[src/rtl/rv_core_pkg.sv]
// ============================================================================
//  Module      : rv_core_pkg
//  Description : Shared core constants and types for the operand-read slice.
//  Revision    : 1.0  initial release
// ============================================================================
`default_nettype none

package rv_core_pkg;

    localparam int N      = 32;
    localparam int NREG   = 32;
    localparam int AW     = $clog2(NREG);
    localparam int MAX_LD = 4;
    localparam int CW     = $clog2(MAX_LD) + 1;

    typedef logic [N-1:0]  word_t;
    typedef logic [AW-1:0] reg_idx_t;
    typedef logic [CW-1:0] cnt_t;

endpackage

`default_nettype wire

[src/rtl/regfile_operand_read_if.sv]
// ============================================================================
//  Module      : regfile_operand_read_if
//  Description : Decode / writeback facing bus of the operand-read block.
//  Revision    : 1.0  initial release
// ============================================================================
`default_nettype none

interface regfile_operand_read_if;
    import rv_core_pkg::*;

    logic     rd_valid;
    reg_idx_t rs1_addr;
    reg_idx_t rs2_addr;
    word_t    rs1_data;
    word_t    rs2_data;
    logic     stall;
    logic     ld_issue;
    reg_idx_t ld_rd;
    logic     ld_ready;
    logic     wb_en;
    reg_idx_t wb_rd;
    word_t    wb_data;
    logic     wb_ld;
    cnt_t     pending_cnt;

    modport master (
        output rd_valid, rs1_addr, rs2_addr, ld_issue, ld_rd,
               wb_en, wb_rd, wb_data, wb_ld,
        input  rs1_data, rs2_data, stall, ld_ready, pending_cnt
    );

    modport slave (
        input  rd_valid, rs1_addr, rs2_addr, ld_issue, ld_rd,
               wb_en, wb_rd, wb_data, wb_ld,
        output rs1_data, rs2_data, stall, ld_ready, pending_cnt
    );

endinterface

`default_nettype wire

[src/rtl/ld_scoreboard.sv]
// ============================================================================
//  Module      : ld_scoreboard
//  Description : Per-register busy bits and pending count for in-flight loads.
//  Revision    : 1.0  initial release
// ============================================================================
`default_nettype none

module ld_scoreboard
    import rv_core_pkg::*;
(
    input  wire logic     clk,
    input  wire logic     rst_n,
    input  wire logic     i_ld_issue,
    input  wire reg_idx_t i_ld_rd,
    output logic          o_ld_ready,
    input  wire logic     i_wb_en,
    input  wire logic     i_wb_ld,
    input  wire reg_idx_t i_wb_rd,
    input  wire reg_idx_t i_rs1_addr,
    input  wire reg_idx_t i_rs2_addr,
    output logic          o_hit1,
    output logic          o_hit2,
    output cnt_t          o_pending_cnt
);

    logic [NREG-1:1] r_busy;
    logic [NREG-1:1] w_busy_nxt;
    logic [NREG-1:0] w_busy;
    cnt_t            r_cnt;
    logic            w_accept;
    logic            w_clear;
    logic            w_dec;

    // Bit 0 is a constant zero so x0 lookups never report busy.
    assign w_busy     = {r_busy, 1'b0};
    assign o_ld_ready = (r_cnt < CW'(MAX_LD)) & ~w_busy[i_ld_rd];
    assign w_accept   = i_ld_issue & o_ld_ready & (i_ld_rd != '0);
    assign w_clear    = i_wb_en & i_wb_ld & (i_wb_rd != '0);
    assign w_dec      = w_clear & w_busy[i_wb_rd];

    // Set is applied after clear so a new load supersedes a retiring one.
    always_comb begin
        w_busy_nxt = r_busy;
        for (int i = 1; i < NREG; i++) begin
            if (w_clear && (i_wb_rd == reg_idx_t'(i)))
                w_busy_nxt[i] = 1'b0;
            if (w_accept && (i_ld_rd == reg_idx_t'(i)))
                w_busy_nxt[i] = 1'b1;
        end
    end

    always_ff @(posedge clk or negedge rst_n) begin
        if (!rst_n) begin
            r_busy <= '0;
            r_cnt  <= '0;
        end else begin
            r_busy <= w_busy_nxt;
            if (w_accept && !w_dec)
                r_cnt <= r_cnt + cnt_t'(1);
            else if (!w_accept && w_dec && (r_cnt != '0))
                r_cnt <= r_cnt - cnt_t'(1);
        end
    end

    function automatic logic f_hit(input reg_idx_t a);
        return (a != '0) & w_busy[a] & ~(w_clear & (i_wb_rd == a));
    endfunction

    assign o_hit1        = f_hit(i_rs1_addr);
    assign o_hit2        = f_hit(i_rs2_addr);
    assign o_pending_cnt = r_cnt;

endmodule

`default_nettype wire

[src/rtl/regfile_operand_read.sv]
// ============================================================================
//  Module      : regfile_operand_read
//  Description : Architectural register file with writeback bypass and
//                load-use stall generation.
//  Revision    : 1.0  initial release
// ============================================================================
`default_nettype none

module regfile_operand_read
    import rv_core_pkg::*;
(
    input  wire logic              clk,
    input  wire logic              rst_n,
    regfile_operand_read_if.slave  bus
);

    word_t r_regs [1:NREG-1];
    logic  w_hit1;
    logic  w_hit2;

    always_ff @(posedge clk or negedge rst_n) begin
        if (!rst_n) begin
            for (int i = 1; i < NREG; i++)
                r_regs[i] <= '0;
        end else if (bus.wb_en && (bus.wb_rd != '0)) begin
            r_regs[bus.wb_rd] <= bus.wb_data;
        end
    end

    // Same-cycle writeback data takes priority over the stored value.
    function automatic word_t f_read(input reg_idx_t a);
        word_t v;
        v = '0;
        if (a == '0)
            v = '0;
        else if (bus.wb_en && (bus.wb_rd == a))
            v = bus.wb_data;
        else
            v = r_regs[a];
        return v;
    endfunction

    assign bus.rs1_data = f_read(bus.rs1_addr);
    assign bus.rs2_data = f_read(bus.rs2_addr);

    ld_scoreboard u_ld_scoreboard (
        .clk           (clk),
        .rst_n         (rst_n),
        .i_ld_issue    (bus.ld_issue),
        .i_ld_rd       (bus.ld_rd),
        .o_ld_ready    (bus.ld_ready),
        .i_wb_en       (bus.wb_en),
        .i_wb_ld       (bus.wb_ld),
        .i_wb_rd       (bus.wb_rd),
        .i_rs1_addr    (bus.rs1_addr),
        .i_rs2_addr    (bus.rs2_addr),
        .o_hit1        (w_hit1),
        .o_hit2        (w_hit2),
        .o_pending_cnt (bus.pending_cnt)
    );

    assign bus.stall = bus.rd_valid & (w_hit1 | w_hit2);

endmodule

`default_nettype wire

[src/flat_wrapper.sv]
// flat-port wrapper written by rule: the top's interface ports become plain ports
module regfile_operand_read_flat import rv_core_pkg::*;
  (clk, rst_n, bus_rd_valid, bus_rs1_addr, bus_rs2_addr, bus_ld_issue, bus_ld_rd, bus_wb_en, bus_wb_rd, bus_wb_data, bus_wb_ld, bus_rs1_data, bus_rs2_data, bus_stall, bus_ld_ready, bus_pending_cnt);
  regfile_operand_read_if bus_i ();
  input  wire logic clk;
  input  wire logic rst_n;
  input wire logic [$bits(bus_i.rd_valid)-1:0] bus_rd_valid;
  input wire logic [$bits(bus_i.rs1_addr)-1:0] bus_rs1_addr;
  input wire logic [$bits(bus_i.rs2_addr)-1:0] bus_rs2_addr;
  input wire logic [$bits(bus_i.ld_issue)-1:0] bus_ld_issue;
  input wire logic [$bits(bus_i.ld_rd)-1:0] bus_ld_rd;
  input wire logic [$bits(bus_i.wb_en)-1:0] bus_wb_en;
  input wire logic [$bits(bus_i.wb_rd)-1:0] bus_wb_rd;
  input wire logic [$bits(bus_i.wb_data)-1:0] bus_wb_data;
  input wire logic [$bits(bus_i.wb_ld)-1:0] bus_wb_ld;
  output wire logic [$bits(bus_i.rs1_data)-1:0] bus_rs1_data;
  output wire logic [$bits(bus_i.rs2_data)-1:0] bus_rs2_data;
  output wire logic [$bits(bus_i.stall)-1:0] bus_stall;
  output wire logic [$bits(bus_i.ld_ready)-1:0] bus_ld_ready;
  output wire logic [$bits(bus_i.pending_cnt)-1:0] bus_pending_cnt;
  assign bus_i.rd_valid = bus_rd_valid;
  assign bus_i.rs1_addr = bus_rs1_addr;
  assign bus_i.rs2_addr = bus_rs2_addr;
  assign bus_i.ld_issue = bus_ld_issue;
  assign bus_i.ld_rd = bus_ld_rd;
  assign bus_i.wb_en = bus_wb_en;
  assign bus_i.wb_rd = bus_wb_rd;
  assign bus_i.wb_data = bus_wb_data;
  assign bus_i.wb_ld = bus_wb_ld;
  assign bus_rs1_data = bus_i.rs1_data;
  assign bus_rs2_data = bus_i.rs2_data;
  assign bus_stall = bus_i.stall;
  assign bus_ld_ready = bus_i.ld_ready;
  assign bus_pending_cnt = bus_i.pending_cnt;
  regfile_operand_read u_core (.clk(clk), .rst_n(rst_n), .bus(bus_i));
endmodule
[config.mk]
export PLATFORM = sky130hd
export DESIGN_NAME = regfile_operand_read_flat
export DESIGN_NICKNAME = d
export VERILOG_FILES = /design/src/rtl/rv_core_pkg.sv /design/src/rtl/regfile_operand_read_if.sv /design/src/rtl/ld_scoreboard.sv /design/src/rtl/regfile_operand_read.sv /design/src/flat_wrapper.sv
export SDC_FILE = /design/constraint.sdc
export NUM_CORES = 2
export LEC_CHECK = 0
export CAP_MARGIN = 20
export CORE_MARGIN = 2
export CORE_UTILIZATION = 29
export DETAILED_ROUTE_END_ITERATION = 6
export PLACE_DENSITY_LB_ADDON = 0.3
export SLEW_MARGIN = 15
export SYNTH_ARGS = -nofsm -noshare
export SYNTH_HDL_FRONTEND = slang
export SYNTH_SLANG_ARGS = --single-unit
[constraint.sdc]
create_clock -name clk -period 6.5 [get_ports clk]
set_clock_uncertainty 0.2 [all_clocks]
set_input_delay 0.65 -clock clk [delete_from_list [all_inputs] [get_ports clk]]
set_output_delay 0.65 -clock clk [all_outputs]
set_load 0.01 [all_outputs]
# Word-level counts from Yosys, hierarchy flattened
# Cells that the tools add are included.
dict set report totals {
  out_inout_bits 69
  elab_cells 353
  register_bits 1026
  inputBits 58
}
dict set report op_classes {
  n_eq_ne 64
  bitwise_logic 20
  order_cmp 9
  muxes 85
  reduce_logical 110
  n_addsub 2
}
# cell count
set ops {}
lappend ops {{bitwise mux 992 bit} 1}
lappend ops {{binary-select mux 32 bit (select 5 bit)} 2}
lappend ops {{two-way mux 32 bit} 9}
lappend ops {{demux 32 bit (select 5 bit)} 1}
lappend ops {{equality test 5 bit, second input constant} 32}
lappend ops {{equality test 5 x 4 -> 1 bit, second input constant} 16}
lappend ops {{logical AND 1 bit} 69}
lappend ops {{two-way mux 1 bit} 66}
lappend ops {{nonzero test 2 bit} 32}
lappend ops {{equality test 5 x 3 -> 1 bit, second input constant} 8}
lappend ops {{less-than comparator 5 x 6 -> 1 bit, second input constant} 4}
lappend ops {{binary-select mux 1 bit (select 5 bit)} 4}
lappend ops {{equality test 5 x 2 -> 1 bit, second input constant} 4}
lappend ops {{nonzero test 5 bit} 4}
lappend ops {{greater-or-equal comparator 6 bit, second input constant} 3}
lappend ops {{NOT 5 -> 6 bit} 3}
lappend ops {{bitwise AND 1 bit} 13}
lappend ops {{equality test 5 x 1 -> 1 bit, second input constant} 2}
lappend ops {{equality test 5 bit} 2}
lappend ops {{logical NOT 5 bit} 2}
lappend ops {{less-than comparator 6 x 1 -> 1 bit, second input constant} 1}
lappend ops {{two-way mux 3 bit} 2}
lappend ops {{adder 3 x 1 -> 3 bit, second input constant} 1}
lappend ops {{less-than comparator 3 bit, second input constant} 1}
lappend ops {{other kinds (5)} 8}

# Depth between registers and ports, before layout
dict set report logic_depth {
  word_depth 11
  ltp_mapped 12
  depth_no_buf 8
}

# Cells and area by module
# From an unflattened synthesis, not the netlist that was laid out.
dict set report unflattened {
  hier_cells 4162
  hier_area_um2 57456.4
}
# module cells_per_inst instances area_per_inst_um2
set by_module_without_submodules {}
lappend by_module_without_submodules {regfile_operand_read 3881 1 54622.4}
lappend by_module_without_submodules {ld_scoreboard 281 1 2834.0}

# Worst setup path after synthesis
# OpenSTA, ideal clock, no wires.
dict set report synth_timing {
  path_kind {input -> output}
  startpoint {input port bus_rs1_addr[0]}
  endpoint {output port bus_rs1_data[31]}
  required_time_ns 5.650
  stages 7
  arrival_time_ns 2.701
  slack_ns 2.949
  path_cell_list {clkbuf_1 buf_2 buf_2 mux4_2 mux4_2 o211ai_1 a21oi_1}
}
dict set report synth_via {
  elab_chain_cells 6
  word_cells_on_any_way 9
  classes_between {eq/ne (1); mux (5); bitwise (1); reduce/logical (2)}
}
# item line_no
set synth_rtl {}
lappend synth_rtl {{start, declared} flat_wrapper.sv:8} ;# input wire logic [$bits(bus_i.rs1_addr)-1:0] bus_rs1_addr;
lappend synth_rtl {{NOT 5 -> 6 bit (not written as such)} regfile_operand_read.sv:39} ;# v = r_regs[a];
lappend synth_rtl {{binary-select mux 32 bit (select 5 bit)} regfile_operand_read.sv:39}
lappend synth_rtl {{two-way mux 32 bit (not written as such) (2 in a row)} regfile_operand_read.sv:39}
lappend synth_rtl {{two-way mux 32 bit} regfile_operand_read.sv:36} ;# else if (bus.wb_en && (bus.wb_rd == a))
lappend synth_rtl {{two-way mux 32 bit (*)} regfile_operand_read.sv:34} ;# if (a == '0)
lappend synth_rtl {{end, declared} flat_wrapper.sv:16} ;# output wire logic [$bits(bus_i.rs1_data)-1:0] bus_rs1_data;
# Mark *: on every way between the ends. The rest lies on a longest branch, timed or not. The select of a mux whose other input is x is not followed.

# Worst setup path after layout
dict set report layout_timing {
  startpoint {input port bus_wb_rd[3]}
  endpoint {output port bus_rs2_data[16]}
}
dict set report layout_via {
  elab_chain_cells 4
}
# item line_no
set layout_rtl {}
lappend layout_rtl {{start, declared} flat_wrapper.sv:13} ;# input wire logic [$bits(bus_i.wb_rd)-1:0] bus_wb_rd;
lappend layout_rtl {{equality test 5 bit} regfile_operand_read.sv:36}
lappend layout_rtl {{logical AND 1 bit} regfile_operand_read.sv:36}
lappend layout_rtl {{two-way mux 32 bit} regfile_operand_read.sv:36}
lappend layout_rtl {{two-way mux 32 bit} regfile_operand_read.sv:34}
lappend layout_rtl {{end, declared} flat_wrapper.sv:17} ;# output wire logic [$bits(bus_i.rs2_data)-1:0] bus_rs2_data;
# Every way passes these cells.

==> impl_results.md <==
- Initial core utilization: 0.291
- Critical-path cell list: clkdlybuf4s50_1 -> xor2_1 -> nor3_1 -> nand4_1 -> a31oi_1 -> clkdlybuf4s50_1
- Total gr overflow: 0
- Clock sink count: 1026
- Die Ht: 446 µm
- Largest net degree at the start of global routing: 165
- Global route hottest layer: met2
- Max-cap violation count: 0
- Crit path kind: in -> out
- Outcome: complete, no violations
- Main combinational cell family by area after synthesis: multiplexers
- Vias per Instance: 5.65
- Top cells by count, synth: dfrtp_1, mux2_2, mux4_2
- Comb power frac: 0.226
- Ys flop type: dfrtp_1
- CP Data Arrival Time: 4410 ps
- Die Span X: 446 µm
- Tightest Pin Transition: 1130 ps
- Final Hold Fails: 0
- Mapped Cells: 3905
- DRC Markers: 0
- Cell Rows: 162
- Peak Freq: 190 MHz
- Flop pwr share: 0.439
- Critical Path RT: 5650 ps
- Post-DP HPWL: 112000 µm
- First-pass GRT wire length: 283000 µm
- DRT Wirelength: 194000 µm
- CP startpoint kind: input port
- VDD IR-drop max: 0.222 mV
- Number of antenna violations at the first check in global routing: 14
- Synth Area in Compound Gates: 0.0471
- Most frequent cell after synthesis: dfrtp_1
- Post-synthesis mux area share: 0.441
- Placed Cells: 6294
- GRT met3 Usage: 0.0313
- Synth Area in XOR/XNOR: 0.00170
- Vias in the first global route: 38200
- Count of cell types in the netlist: 58
- Met2 GRT Util: 0.313
- Post-Synth Simple-Gate Area: 0.0248
- Synth-to-layout area growth: 14.5%
- Setup WS pre-CTS: 1350 ps
- NetSw: 5.59 mW
- Fin cells: 6502
- Synthesized Nets: 3964
- ANT cells: 0
- H-tree depth: 3
- Final core occ: 0.333
- Cell mode on critical path: clkdlybuf4s50_1
- Ports: 127
- Critical Path Fanout Max: 12
- Share of cells above drive strength 1: 0.421
- Die area: 0.199 mm²
- Root Driver: clkbuf_16
- Number of synthesized flops with an enable pin: 0
- Post-synth ARST share: 1.00
- Leakage: 27.1 nW
- ANT nets after route: 0
- DP Area: 0.0610 mm²
- Max incr delay on CP: 1000 ps
- Iteration-0 DRC Markers: 2954
- Design area: 0.0648 mm²
- Final period utilization: 0.810
- Fin. max-slew vios: 0
- Clock Tree Buf Depth: 3
- Layout net count: 3928
- First drt pass iteration count: 5
- Setup ws final: 1240 ps
- GRT Util Overall: 0.194
- R2R setup slack: 3440 ps
- Area contributors post-synth: dfrtp_1, mux4_2, mux2_2
- Clk network pwr share: 0.335
- Syn avg cell area: 14.5 µm²
- Post-route minimum period: 5260 ps
- GR Util met1: 0.262
- Register area: 0.0257 mm²
- Core area: 0.194 mm²
- Multi-input combinational cell area: 0.0294 mm²
- Fillers: 18800
- Area leader, netlist: dfrtp_1
- Cell area power density: 304 mW/mm²
- CP max stage cell: a31oi_1
- CTS tree: done
- Sw Share: 0.284
- Yosys reg bits: 1026
- Relative slew slack: 0.241
- Post-synthesis sequential area ratio: 0.454
- Number of synthesis warnings: 0
- Cts bufs inserted: 114
- IO Port Bufs: 126
- Buf/Inv on CP: 2
- Worst skew pair latency: 760 ps
- Hold Path Class: in -> async
- Type of destination of the critical path: primary output
- Crit-path leading delay family: buffers and inverters
- RSZ-0062 raised after global routing: no
- Post-Synth Adder-Cell Area: 0.000354
- Internal power: 14.1 mW
- Placer Congestion: 0.838
- Fin Setup TNS: 0 ps
- Setup bufs post-CTS: 0
- Vias: 36700
- Post-Syn Area: 0.0566 mm²
- Worst-path clk slew: 60 ps
- Synth top area share: 0.454
- WL/cell: 29.8 µm
- # setup viols final: 0
## power groups by stage
stage / logic, mW / registers [mW] / clock network [mW]
2_1_floorplan: 3.24 / 8.38 / 0
3_3_place_gp: 4.41 / 8.66 / 0
3_5_place_dp: 4.47 / 8.72 / 0
4_1_cts: 4.49 / 8.61 / 6.76
5_1_grt: 4.77 / 8.82 / 7.03
6_report: 4.46 / 8.65 / 6.61
## layer usage
metal / up-vias / share of wire
li1: 15000 / -
met1: 20200 / 0.43
met2: 1156 / 0.47
met3: 315 / 0.056
met4: 20 / 0.036
met5: - / 0.00065
## cell families after synthesis
kind of cell | after synthesis
DFF | 1026
buffers and inverters | 429
adders and majority gates | 1
AOI/OAI and AO/OA | 398
and+or+nand+nor | 313
xor gates and xnor gates | 11
muxes | 1727
## cell usage in the layout, fill, tap and decap left out, drive strengths merged, types with 8 or more instances in the layout
cell / synthesis / routed
a22o: 19 / 19
inv: 6 / 8
buf: 120 / 154
a22oi: 32 / 32
a221oi: 32 / 32
clkinv: 0 / 22
nand2b: 21 / 21
nor2b: 10 / 10
nor2: 63 / 63
a21boi: 15 / 15
o21ai: 152 / 152
a31oi: 15 / 15
mux2: 1105 / 1105
mux4: 504 / 504
nand2: 139 / 139
clkbuf: 303 / 177
mux2i: 118 / 118
nor3: 36 / 36
o311a: 31 / 31
clkdlybuf4s50: 0 / 114
dfrtp: 1026 / 1026
o211ai: 50 / 50
nand3: 17 / 17
a21oi: 35 / 35
## worst reg2reg max path, cell delays in order (launching register included)
cell and delay, ps:
dfrtp_1 460, mux4_2 500, a2111oi_0 440, a211o_1 420
nand2_1 120, fa_1 440, o21ai_0 230, o311ai_2 130
## final timing paths
kind                                                         startpoint  cells past startpoint                                                  end
max in group asynchronous                                         rst_n                      3                       u_core.r_regs[595]$_DFFE_PN0P_
min reg2reg                              u_core.r_regs[575]$_DFFE_PN0P_                      2                       u_core.r_regs[575]$_DFFE_PN0P_
max reg2reg                u_core.u_ld_scoreboard.r_busy[6]$_DFFE_PN0P_                      7  u_core.u_ld_scoreboard.o_pending_cnt[2]$_DFFE_PN0P_
min                                                               rst_n                      2                       u_core.r_regs[583]$_DFFE_PN0P_
min in group clk                         u_core.r_regs[575]$_DFFE_PN0P_                      2                       u_core.r_regs[575]$_DFFE_PN0P_
max                                                        bus_wb_rd[3]                      6                                     bus_rs2_data[16]
## final cells by class
cell class,instances,area share
timing repair buffer,271,0.0419
clock inverter,32,0.00571
inverter,6,0.000347
multi-input combinational,2450,0.454
clock buffer,175,0.0527
tap,2542,0.0491
sequential,1026,0.396
## stage by stage
step / hold WS, ps / power [mW]
finish: 285 / 19.7
floorplan: 154 / 11.6
detailed placement: 293 / 13.2
CTS: 306 / 19.9
global placement: 276 / 13.1
global route: 316 / 20.6
## timing repair
action | 4_1_cts | 5_1_grt
endpoints found under the hold margin | 70 | 0
hold buffers | 1 | 0
resized for setup | 0 | 0
## flip-flops by register name, indices dropped and copies added (netlist names)
| signal | flops |
|---|---|
| u_core.u_ld_scoreboard.o_pending_cnt | 3 |
| u_core.u_ld_scoreboard.r_busy | 31 |
| u_core.r_regs | 992 |
(Power assumes the default switching activity.)
